[src/rtl/double_word_sequencer_if.sv]
// rtl/double_word_sequencer_if.sv - request and word-bus signal bundle for double_word_sequencer
//
// Purpose: groups the requester handshake and the word-bus window signals.
// Ports (signals):
//   req_valid, req_write, req_data[DW]  request from requester
//   req_ready                           sequencer can accept a request
//   bus_grant, bus_data_in[WW]          word bus grant and window read data
//   bus_data_out[WW]                    window write data
//   read_lo, read_hi, load_lo, load_hi  window strobes
//   rd_double[DW], done, busy           result and status
// Modports: slave = the sequencer, master = requester/bus environment.
interface double_word_sequencer_if #(
   parameter int WW = 16
) ();
   localparam int DW = WW * 2;

   logic          req_valid;
   logic          req_write;
   logic [DW-1:0] req_data;
   logic          req_ready;
   logic          bus_grant;
   logic [WW-1:0] bus_data_in;
   logic [WW-1:0] bus_data_out;
   logic          read_lo;
   logic          read_hi;
   logic          load_lo;
   logic          load_hi;
   logic [DW-1:0] rd_double;
   logic          done;
   logic          busy;

   modport slave (
      input  req_valid, req_write, req_data, bus_grant, bus_data_in,
      output req_ready, bus_data_out, read_lo, read_hi, load_lo, load_hi,
             rd_double, done, busy
   );

   modport master (
      output req_valid, req_write, req_data, bus_grant, bus_data_in,
      input  req_ready, bus_data_out, read_lo, read_hi, load_lo, load_hi,
             rd_double, done, busy
   );
endinterface

[src/rtl/double_word_sequencer.sv]
// rtl/double_word_sequencer.sv - atomic double-word read/write over a word-wide register window
//
// Purpose: accepts one DW-bit request, waits for the word bus grant, then
// accesses the low word and the high word on two consecutive cycles and
// reports completion with a one-cycle done pulse.
// Ports:
//   sysclk    system clock, rising edge
//   sysreset  asynchronous active-high reset
//   bus       double_word_sequencer_if.slave (request handshake, window strobes,
//             window data, assembled read result, done/busy status)
module double_word_sequencer #(
   parameter int WW = 16
) (
   input logic                   sysclk,
   input logic                   sysreset,
   double_word_sequencer_if.slave bus
);
   localparam int MSB  = WW - 1;
   localparam int DW   = WW * 2;
   localparam int DMSB = DW - 1;

   typedef enum logic [2:0] {
      S_IDLE = 3'd0,
      S_ARB  = 3'd1,
      S_LO   = 3'd2,
      S_HI   = 3'd3,
      S_DONE = 3'd4
   } state_t;

   state_t        state_q, state_d;
   logic          write_q, write_d;
   logic [DMSB:0] data_q, data_d;
   logic [MSB:0]  res_lo_q, res_lo_d;
   logic [DMSB:0] rd_double_q, rd_double_d;

   // State register
   always_ff @(posedge sysclk or posedge sysreset) begin
      if (sysreset) begin
         state_q     <= S_IDLE;
         write_q     <= 1'b0;
         data_q      <= '0;
         res_lo_q    <= '0;
         rd_double_q <= '0;
      end else begin
         state_q     <= state_d;
         write_q     <= write_d;
         data_q      <= data_d;
         res_lo_q    <= res_lo_d;
         rd_double_q <= rd_double_d;
      end
   end

   // Next-state and datapath capture
   always_comb begin
      state_d     = state_q;
      write_d     = write_q;
      data_d      = data_q;
      res_lo_d    = res_lo_q;
      rd_double_d = rd_double_q;
      case (state_q)
         S_IDLE: begin
            if (bus.req_valid) begin
               write_d = bus.req_write;
               data_d  = bus.req_data;
               state_d = S_ARB;
            end
         end
         S_ARB: begin
            if (bus.bus_grant) begin
               state_d = S_LO;
            end
         end
         S_LO: begin
            if (!write_q) begin
               res_lo_d = bus.bus_data_in;
            end
            state_d = S_HI;
         end
         S_HI: begin
            // The whole result is published at once so rd_double never shows
            // a half-updated value; writes leave the previous result in place.
            if (!write_q) begin
               rd_double_d = {bus.bus_data_in, res_lo_q};
            end
            state_d = S_DONE;
         end
         S_DONE: begin
            state_d = S_IDLE;
         end
         default: begin
            state_d = S_IDLE;
         end
      endcase
   end

   // Outputs decoded from registered state only, so strobes cannot glitch
   always_comb begin
      bus.req_ready    = (state_q == S_IDLE);
      bus.busy         = (state_q != S_IDLE);
      bus.done         = (state_q == S_DONE);
      bus.read_lo      = (state_q == S_LO) && !write_q;
      bus.read_hi      = (state_q == S_HI) && !write_q;
      bus.load_lo      = (state_q == S_LO) &&  write_q;
      bus.load_hi      = (state_q == S_HI) &&  write_q;
      bus.rd_double    = rd_double_q;
      bus.bus_data_out = '0;
      if (bus.load_lo) begin
         bus.bus_data_out = data_q[MSB:0];
      end else if (bus.load_hi) begin
         bus.bus_data_out = data_q[DMSB:WW];
      end
   end
endmodule

[src/flat_wrapper.sv]
// flat-port wrapper written by rule: the top's interface ports become plain ports
module double_word_sequencer_flat 
#(
   parameter int WW = 16
)
  (sysclk, sysreset, bus_req_valid, bus_req_write, bus_req_data, bus_bus_grant, bus_bus_data_in, bus_req_ready, bus_bus_data_out, bus_read_lo, bus_read_hi, bus_load_lo, bus_load_hi, bus_rd_double, bus_done, bus_busy);
  double_word_sequencer_if #(.WW(WW)) bus_i ();
  input logic sysclk;
  input logic sysreset;
  input wire logic [$bits(bus_i.req_valid)-1:0] bus_req_valid;
  input wire logic [$bits(bus_i.req_write)-1:0] bus_req_write;
  input wire logic [$bits(bus_i.req_data)-1:0] bus_req_data;
  input wire logic [$bits(bus_i.bus_grant)-1:0] bus_bus_grant;
  input wire logic [$bits(bus_i.bus_data_in)-1:0] bus_bus_data_in;
  output wire logic [$bits(bus_i.req_ready)-1:0] bus_req_ready;
  output wire logic [$bits(bus_i.bus_data_out)-1:0] bus_bus_data_out;
  output wire logic [$bits(bus_i.read_lo)-1:0] bus_read_lo;
  output wire logic [$bits(bus_i.read_hi)-1:0] bus_read_hi;
  output wire logic [$bits(bus_i.load_lo)-1:0] bus_load_lo;
  output wire logic [$bits(bus_i.load_hi)-1:0] bus_load_hi;
  output wire logic [$bits(bus_i.rd_double)-1:0] bus_rd_double;
  output wire logic [$bits(bus_i.done)-1:0] bus_done;
  output wire logic [$bits(bus_i.busy)-1:0] bus_busy;
  assign bus_i.req_valid = bus_req_valid;
  assign bus_i.req_write = bus_req_write;
  assign bus_i.req_data = bus_req_data;
  assign bus_i.bus_grant = bus_bus_grant;
  assign bus_i.bus_data_in = bus_bus_data_in;
  assign bus_req_ready = bus_i.req_ready;
  assign bus_bus_data_out = bus_i.bus_data_out;
  assign bus_read_lo = bus_i.read_lo;
  assign bus_read_hi = bus_i.read_hi;
  assign bus_load_lo = bus_i.load_lo;
  assign bus_load_hi = bus_i.load_hi;
  assign bus_rd_double = bus_i.rd_double;
  assign bus_done = bus_i.done;
  assign bus_busy = bus_i.busy;
  double_word_sequencer #(.WW(WW)) u_core (.sysclk(sysclk), .sysreset(sysreset), .bus(bus_i));
endmodule
[config.mk]
export PLATFORM = sky130hd
export DESIGN_NAME = double_word_sequencer_flat
export DESIGN_NICKNAME = d
export VERILOG_FILES = /design/src/rtl/double_word_sequencer_if.sv /design/src/rtl/double_word_sequencer.sv /design/src/flat_wrapper.sv
export SDC_FILE = /design/constraint.sdc
export NUM_CORES = 1
export LEC_CHECK = 0
export ABC_AREA = 1
export BUFFER_PORTS_ARGS = -buffer_cell sky130_fd_sc_hd__buf_2
export CORE_MARGIN = 2
export CORE_UTILIZATION = 48
export CTS_BUF_LIST = sky130_fd_sc_hd__clkbuf_4
export DETAILED_ROUTE_END_ITERATION = 10
export GPL_TIMING_DRIVEN = 0
export PLACE_DENSITY = 0.82
export SLEW_MARGIN = 10
export SYNTH_ARGS = -nofsm -noshare
export SYNTH_HDL_FRONTEND = slang
export SYNTH_SLANG_ARGS = --single-unit
export TNS_END_PERCENT = 1
[constraint.sdc]
create_clock -name sysclk -period 2.38 [get_ports sysclk]
set_clock_uncertainty 0.15 [all_clocks]
set_input_delay 0.238 -clock sysclk [delete_from_list [all_inputs] [get_ports sysclk]]
set_output_delay 0.238 -clock sysclk [all_outputs]
set_load 0.005 [all_outputs]
# After elaboration in Yosys (flattened, before gate mapping)
# Cells that the tools add are included.
# W data, S select, Z words.
[word_totals]
regBits = 84
word_cells = 28
input_bits = 53
[classes]
muxes = 5
n_reduce_logical = 11
n_bitwise = 1
n_eq_ne = 6
[op_table]
columns = ["cell", "count"]
rows = [
  ["$mux W16", 2],
  ["$pmux W3 S4", 1],
  ["$reduce_and A2 Y1", 4],
  ["$eq A3 B2 Y1 const B", 2],
  ["$mux W3", 2],
  ["$logic_and A1 B1 Y1", 4],
  ["$ne A2 B2 Y1 const B", 2],
  ["$eq A3 B1 Y1 const B", 1],
  ["$eq A3 B3 Y1 const B", 1],
  ["$logic_not A3 Y1", 1],
  ["$reduce_bool A3 Y1", 1],
  ["$logic_not A1 Y1", 1],
  ["$not A1 Y1", 1],
]

# Longest topological paths before layout
# Gate-level depths: netlist of run 1.
[depth]
word_depth = 4
ltp_mapped = 6
depth_no_buf = 5

# Worst setup path before layout of run 1
# No wires, ideal clock.
[synth_path]
path_kind = "register -> output"
from = "register u_core.state_q[2]"
to = "output bus_bus_data_out[10]"
arrival_ns = 1.080
setup_slack_ns = 0.912
path_stages_with_launch = 6
path_buffers = 2
t_required_ns = 1.992
path_cell_list = "dfrtp_1 -> nor2_4 -> buf_4 -> buf_4 -> nand4_1 -> nand2_1"
[synth_between]
elab_chain_len = 4
word_cells_on_any_way = 6
cone_classes = "eq/ne: 2; mux: 2; reduce/logical: 2"
[synth_rtl]
columns = ["item", "line", "rtl"]
rows = [
  ["start, declared", "double_word_sequencer.sv:30", "state_t state_q, state_d;"],
  ["start signal, assigned", "double_word_sequencer.sv:45", "state_q <= state_d;"],
  ["$eq A3 B2 Y1", "double_word_sequencer.sv:104", "bus.load_hi = (state_q == S_HI) && write_q;"],
  ["$logic_and A1 B1 Y1", "double_word_sequencer.sv:104", ""],
  ["$mux W16", "double_word_sequencer.sv:109", "end else if (bus.load_hi) begin"],
  ["$mux W16 *", "double_word_sequencer.sv:107", "if (bus.load_lo) begin"],
  ["end, declared", "flat_wrapper.sv:16", "output wire logic [$bits(bus_i.bus_data_out)-1:0] bus_bus_data_out;"],
]
# Mark *: on every way between the ends. The rest lies on a longest branch, timed or not.

# Worst setup path in the final report of run 1
[layout_path]
from = "register u_core.state_q[2]"
to = "output bus_bus_data_out[1]"
# Same word-level chain as after synthesis.

==> results.txt, run 1 <==
All-Layer GR Usage = 0.2812
Syn Std Cell Area = 3765 um2
Outcome = finished, final reports clean
Final hold violations = 0
Buf+Inv Stages, Crit Path = 3
Vias = 3899
DP HPWL = 7.536 mm
Achievable Freq = 441.5 MHz
Area growth syn-to-layout = 37.82%
Syn nets = 497
Worst R2R Start = u_core.state_q[1]
Kind of critical path = register to primary output
Final setup fails = 0
Crit path largest cell delay = 500 ps
Diode count = 0
Antenna Nets Post-Route = 0
Final period util = 0.9517
Met2 wire length = 5.788 mm
1st-iter DRT viols = 196
CTS tree = done
RSZ-0062 raised after global routing = no
Fin. max-slew vios = 0
Clock slew at reported path FFs = 140 ps
Placed inst area = 4467 um2
Highest Signal Layer = met4
Mapped Cells = 444
Avg WL per Cell = 15.70 um
Slowest stage cell, crit path = dfrtp_1
CTS max path bufs = 2
Nets@finish = 672
Ports = 108
Rel. slew slack = 0.6490
Setup crit start kind = register
Root Driver = clkbuf_4
Met3 Wirelength = 942 um
Synth Area per Inst = 8.479 um2
Post-synthesis register bit count = 84
Worst path required time = 1990 ps
HP Start = bus_req_valid
DRC = 0
Placer congestion estimate = 0.9486
CP Data Arrival Time = 1880 ps
Hold depth = 3
IO Port Bufs = 106
Share of cells above drive strength 1 = 0.2564
Worst slew pin tran = 525.4 ps
Clk sinks = 84
Final core utilization = 0.6785
Synthesis Warnings = 0
Core ar. = 7647 um2
Met1 wire length = 4.425 mm
Seq/Total Area, Yosys = 0.5583
Min-delay worst type = input port to register
Max-Cap Viols = 0
Finished Cell Area = 5189 um2
Dpl cells = 654
Vias in the first global route = 3855
Die Y = 92.57 um
Global-route wire length before repair = 18.72 mm
DRT Pass-1 Iters = 5
Top cell by count, worst path = buf_4
Horiz. Die Dim = 92.57 um
Crit-path cells = nor2_4 > buf_4 > buf_4 > nand4_1 > nand2_1 > buf_2
Worst-Skew Late Latency = 450 ps
Peak VDD IR = 606.3 uV
Post-layout min period = 2265 ps
Crit. path cell count = 6
Largest net degree at the start of global routing = 33
Leak = 2.856 nW
Finished Layout Cells = 726
Cell count of the worst reg-to-reg path = 6
GRT overflow = 0
Die area = 8568 um2
Critical Path Fanout Max = 10
Power Density = 1198 nW/um2
Sum of negative setup slack = 0 ps
Initial antenna violation count = 0
CP top delay family = flip-flops
Crit end category = primary output
Drt via density = 5.371
Final WL = 11.40 mm
H-tree levels = 3
Num CTS Buffers = 9
Starting density of the core = 0.4923
CP startpoint = u_core.state_q[2]
Cell Rows = 32
Synth cell types = 17
[final timing paths]
kind	end	slack, ps
setup / recovery	bus_bus_data_out[1]	120
hold reg to reg	u_core.bus.rd_double[25]	340
setup reg to reg	u_core.data_q[5]	360
hold / removal	u_core.state_q[0]	20
max in group asynchronous	u_core.bus.rd_double[15]	1120
min in group asynchronous	u_core.data_q[12]	210
[cell usage in the layout (no fill, tap or decap), types with 3 or more instances in the layout]
cell type	count
nand2_1	185
buf_2	126
dfrtp_1	84
nand4_1	65
dlygate4sd3_1	54
nand3_1	50
clkbuf_4	10
clkbuf_1	9
inv_1	6
nor2_1	5
buf_4	5
buf_1	3
[cells by family after synthesis]
family,after synthesis,share of synthesized area
AO/OA/AOI/OAI,1,0.001995
buffers and inverters,48,0.06148
AND/OR/NAND/NOR,311,0.3782
flip-flops,84,0.5583
[report_power, final]
group	internal [mW]	switching (mW)	total (mW)
clock network	0.438	0.507	0.945
logic	1.02	1.75	2.77
registers	2.11	0.394	2.51
[through the flow]
stage / hold slack [ps] / setup slack [ps] / power, mW
after detailed placement: 155.8 / 534.5 / 5.113
after floorplan: 232.6 / 911.8 / 4.142
final: 17.38 / 115.1 / 6.216
after global placement: 299.4 / 492.1 / 4.974
after CTS: 18.83 / 25.19 / 6.113
after global routing: 54.09 / 16.02 / 6.682
[sequential cells by signal, indices dropped and copies added, names as in the netlist]
| name | cells |
|---|---|
| u_core.data_q | 32 |
| u_core.write_q | 1 |
| u_core.state_q | 3 |
| u_core.bus.rd_double | 32 |
| u_core.res_lo_q | 16 |
[worst min-delay path: stages]
cell      delay (ps)
buf_2            180
o211ai_1         100
nand2_1           60
[metal layers]
metal	up-vias	global-route usage
met5	-	0
met4	0	0.09204
met3	23	0.05045
met2	214	0.4903
met1	1822	0.3546
li1	1840	-
[layout make-up]
cell class | count | area [um2]
Multi-Input combinational cell | 312 | 1431
Timing Repair Buffer | 164 | 1126
Sequential cell | 84 | 2102
Inverter | 9 | 37.54
Fill cell | 612 | 2459
Tap cell | 102 | 127.6
Buffer | 39 | 200.2
Clock inverter | 6 | 88.84
Clock buffer | 10 | 75.07
[synthesized netlist by cell type]
| library cell | number | area share |
|---|---|---|
| nand2_1 | 185 | 0.18 |
| dfrtp_1 | 84 | 0.56 |
| nand4_1 | 65 | 0.11 |
| nand3_1 | 50 | 0.066 |
| buf_2 | 20 | 0.027 |
| clkbuf_1 | 10 | 0.010 |
| inv_1 | 7 | 0.0070 |
| nor2_1 | 5 | 0.0050 |
| buf_1 | 4 | 0.0040 |
| buf_4 | 3 | 0.0060 |
| buf_6 | 2 | 0.0060 |
| inv_2 | 2 | 0.0020 |
| nand3_2 | 2 | 0.0053 |
| nor2_4 | 2 | 0.0060 |
| nand2_2 | 1 | 0.0017 |
| nor3_1 | 1 | 0.0013 |
| o211ai_1 | 1 | 0.0020 |
[what timing repair did]
item | in CTS | in global routing
endpoints found under the hold margin | 88 | 0
buffers inserted | 0 | 2
gates resized for setup | 0 | 3
hold buffers | 54 | 0
setup endpoints to repair | 0 | 16
Power figures use the tool's default switching activity.
==> run 2: changes to the inputs <==
--- a/config.mk
+++ b/config.mk
@@ -5,14 +5,14 @@
 export SDC_FILE = /design/constraint.sdc
 export NUM_CORES = 1
 export LEC_CHECK = 0
-export ABC_AREA = 1
-export BUFFER_PORTS_ARGS = -buffer_cell sky130_fd_sc_hd__buf_2
+export BUFFER_PORTS_ARGS = -buffer_cell sky130_fd_sc_hd__buf_4
 export CORE_MARGIN = 2
 export CORE_UTILIZATION = 48
 export CTS_BUF_LIST = sky130_fd_sc_hd__clkbuf_4
 export DETAILED_ROUTE_END_ITERATION = 10
 export GPL_TIMING_DRIVEN = 0
 export PLACE_DENSITY = 0.82
+export SKIP_CTS_REPAIR_TIMING = 1
 export SLEW_MARGIN = 10
 export SYNTH_ARGS = -nofsm -noshare
 export SYNTH_HDL_FRONTEND = slang
==> run 2 against run 1 <==
  * Die area decreased by 6.1%
  * Cell area about the same
  * Setup slack got worse by 110 ps
  * Core utilization increased by 4.4 points
  * Synthesized cell count decreased by 48%
  * Clock-buffer cell count decreased by 1
  * Maximum frequency decreased by 4.7%
  * Sequential cell count unchanged
  * Routed wire length decreased by 28%
  * Non-clock buffer count decreased by 25
  * Combinational power decreased by 7.2%
  * Area after synthesis decreased by 6.4%
  * Critical path type unchanged
  * Critical endpoint is now bus_bus_data_out[9]
==> results.txt, run 2 <==
Post-synth top cells = dfrtp_1 (84), mux2_2 (70), nor2_1 (19) (was nand2_1 (185), dfrtp_1 (84), nand4_1 (65))
Die Y = 89.68 um (was 92.57 um)
Commonest non-fill, non-tap cell in the layout = buf_4 (was nand2_1)
RSZ-0062 raised after global routing = yes (was no)
Placer congestion estimate = 0.8000 (was 0.9486)
Syn nets = 283 (was 497)
Final setup fails = 0 (unchanged)
Ports = 108 (unchanged)
Initial antenna violation count = 0 (unchanged)
Post-synth top area cell = dfrtp_1 (unchanged)
Synth cell types = 20 (was 17)
Post-synth EDFFs = 0 (unchanged)
Largest net degree at the start of global routing = 38 (was 33)
Sum of negative setup slack = 0 ps (unchanged)
Yosys top cell area share = 0.5966 (was 0.5583)
Hold depth = 3 (unchanged)
Synth Area per Inst = 15.32 um2 (was 8.479 um2)
Seq/Total Area, Yosys = 0.5966 (was 0.5583)
Final hold violations = 0 (unchanged)
CTS tree = done (unchanged)
Global-route wire length before repair = 10.84 mm (was 18.72 mm)
Post-layout min period = 2377 ps (was 2265 ps)
Peak VDD IR = 592.4 uV (was 606.3 uV)
Critical Path Fanout Max = 10 (unchanged)
Kind of critical path = register to primary output (unchanged)
Worst slew pin tran = 586.9 ps (was 525.4 ps)
IO Port Bufs = 107 (was 106)
Placed inst area = 4502 um2 (was 4467 um2)
Fill cells = 461 (was 612)
H-tree levels = 3 (unchanged)
1st-iter DRT viols = 33 (was 196)
Leak = 2.438 nW (was 2.856 nW)
Rel. slew slack = 0.6079 (was 0.6490)
Mapped Cells = 230 (was 444)
Max-Cap Viols = 0 (unchanged)
Avg WL per Cell = 16.23 um (was 15.70 um)
Horiz. Die Dim = 89.68 um (was 92.57 um)
Most frequent cell after synthesis = dfrtp_1 (was nand2_1)
Nets@finish = 458 (was 672)
Core ar. = 7176 um2 (was 7647 um2)
Ys flop type = dfrtp_1 (unchanged)
DRT Pass-1 Iters = 4 (was 5)
Drt via density = 4.898 (was 5.371)
Flop-to-flop setup slack = 420 ps (was 360 ps)
Num CTS Buffers = 9 (unchanged)
Setup crit start kind = register (unchanged)
Syn Std Cell Area = 3523 um2 (was 3765 um2)
GRT overflow = 0 (unchanged)
Final core utilization = 0.7229 (was 0.6785)
Vias = 2493 (was 3899)
Cell Rows = 31 (was 32)
Die area = 8042 um2 (was 8568 um2)
HP Start = bus_req_valid (unchanged)
Hold Path Sink = u_core.state_q[0] (unchanged)
Post-synthesis register bit count = 84 (unchanged)
Achievable Freq = 420.8 MHz (was 441.5 MHz)
Area contributors post-synth = dfrtp_1 (60%), mux2_2 (22%), mux2i_1 (4.5%) (was dfrtp_1 (56%), nand2_1 (18%), nand4_1 (11%))
FF-to-FF End = u_core.data_q[27] (was u_core.data_q[5])
Cell count of the worst reg-to-reg path = 4 (was 6)
Worst R2R Start = u_core.state_q[1] (unchanged)
Finished Cell Area = 5187 um2 (was 5189 um2)
Area growth syn-to-layout = 47.23% (was 37.82%)
Crit end category = primary output (unchanged)
Vias in the first global route = 2298 (was 3855)
Most frequent cells in the layout = buf_4 (114), dfrtp_1 (84), mux2_2 (70) (was nand2_1 (185), buf_2 (126), dfrtp_1 (84))
DP HPWL = 5.198 mm (was 7.536 mm)
Final period util = 0.9986 (was 0.9517)
Power Density = 1134 nW/um2 (was 1198 nW/um2)
Clock slew at reported path FFs = 130 ps (was 140 ps)
Min-delay worst type = input port to register (unchanged)
Antenna Nets Post-Route = 0 (unchanged)
CP Data Arrival Time = 1990 ps (was 1880 ps)
Synthesis Warnings = 0 (unchanged)
Starting density of the core = 0.4910 (was 0.4923)
All-Layer GR Usage = 0.1799 (was 0.2812)
Worst-Skew Late Latency = 410 ps (was 450 ps)
DRC = 0 (unchanged)
Fin. max-slew vios = 0 (unchanged)
Async S/R FF share, synth = 1.000 (unchanged)
Clk sinks = 84 (unchanged)
Final WL = 8.263 mm (was 11.40 mm)
Outcome = finished, final reports clean (unchanged)
CTS max path bufs = 2 (unchanged)
Diode count = 0 (unchanged)
Share of cells above drive strength 1 = 0.5463 (was 0.2564)
Worst path required time = 1990 ps (about the same)
Root Driver = clkbuf_4 (unchanged)
## run 2: cell count changes in the layout (fill, tap and decap cells not counted), sizes merged, moves of 3 or more
cell,change
buf,-13
clkbuf,-10
dlygate4sd3,-3
inv,-6
mux2,+81
mux2i,+16
nand2,-185
nand3,-52
nand4,-65
nor2,+12
## run 2: routing by layer
metal / vias to the layer above / global-route usage / part of all wire
li1: 1154 / - / -
met1: 1221 / 0.2316 / 0.42
met2: 101 / 0.2921 / 0.49
met3: 17 / 0.05027 / 0.066
met4: 0 / 0.06513 / 0.019
met5: - / 0 / 0
## run 2: final cells by class
cell class | count | area, um2 | share of cell area
sequential | 84 | 2102 | 0.4052
buffer | 14 | 117.6 | 0.02267
tap | 99 | 123.9 | 0.02388
clock buffer | 9 | 67.56 | 0.01302
clock inverter | 7 | 66.31 | 0.01278
timing repair buffer | 164 | 1391 | 0.2682
inverter | 2 | 11.26 | 0.002171
multi-input combinational | 130 | 1308 | 0.2520
## run 2: metrics by stage
stage | hold WS (ps) | total power [mW] | cells | setup WS, ps
global placement | 313.1 | 4.883 | 436 | 400.5
CTS | -276.7 | 5.796 | 454 | -89.67
finish | 7.550 | 5.885 | 509 | 3.450
floorplan | 222.7 | 4.011 | 230 | 616.2
detailed placement | 197.6 | 5.009 | 438 | 388.0
global route | 11.18 | 6.284 | 509 | -105.9
## run 2: where the power goes
part | leakage, nW | total (mW) | switching [mW] | internal (mW)
sequential | 1.01 | 2.53 | 0.391 | 2.14
clock | 0.0674 | 0.786 | 0.471 | 0.315
combinational | 1.36 | 2.57 | 0.952 | 1.61
total | 2.44 | 5.89 | 1.81 | 4.07
## run 2: kinds of logic (layout without fill, tap and decap cells)
kind of cell / after synthesis / after routing / synth area share
mux: 97 / 97 / 0.3139
flops: 84 / 84 / 0.5966
simple gates: 31 / 31 / 0.05185
buf+inv: 16 / 196 / 0.03409
compound gates: 2 / 2 / 0.003551
## run 2: critical path: stages, from the launching register on
cell and delay (ps):
dfrtp_1 370, buf_2 220, nand3b_1 330, buf_2 330
nor2_1 180, buf_4 150
## run 2: worst max-delay path by stage
stage | startpoint | end | cells after the start
floorplan | u_core.state_q[0] | u_core.res_lo_q[0] | 4
global placement | u_core.state_q[1] | bus_bus_data_out[0] | 5
detailed placement | u_core.state_q[0] | u_core.res_lo_q[6] | 4
CTS | u_core.state_q[1] | bus_bus_data_out[9] | 5
global route | u_core.state_q[1] | bus_bus_data_out[9] | 5
finish | u_core.state_q[1] | bus_bus_data_out[9] | 5
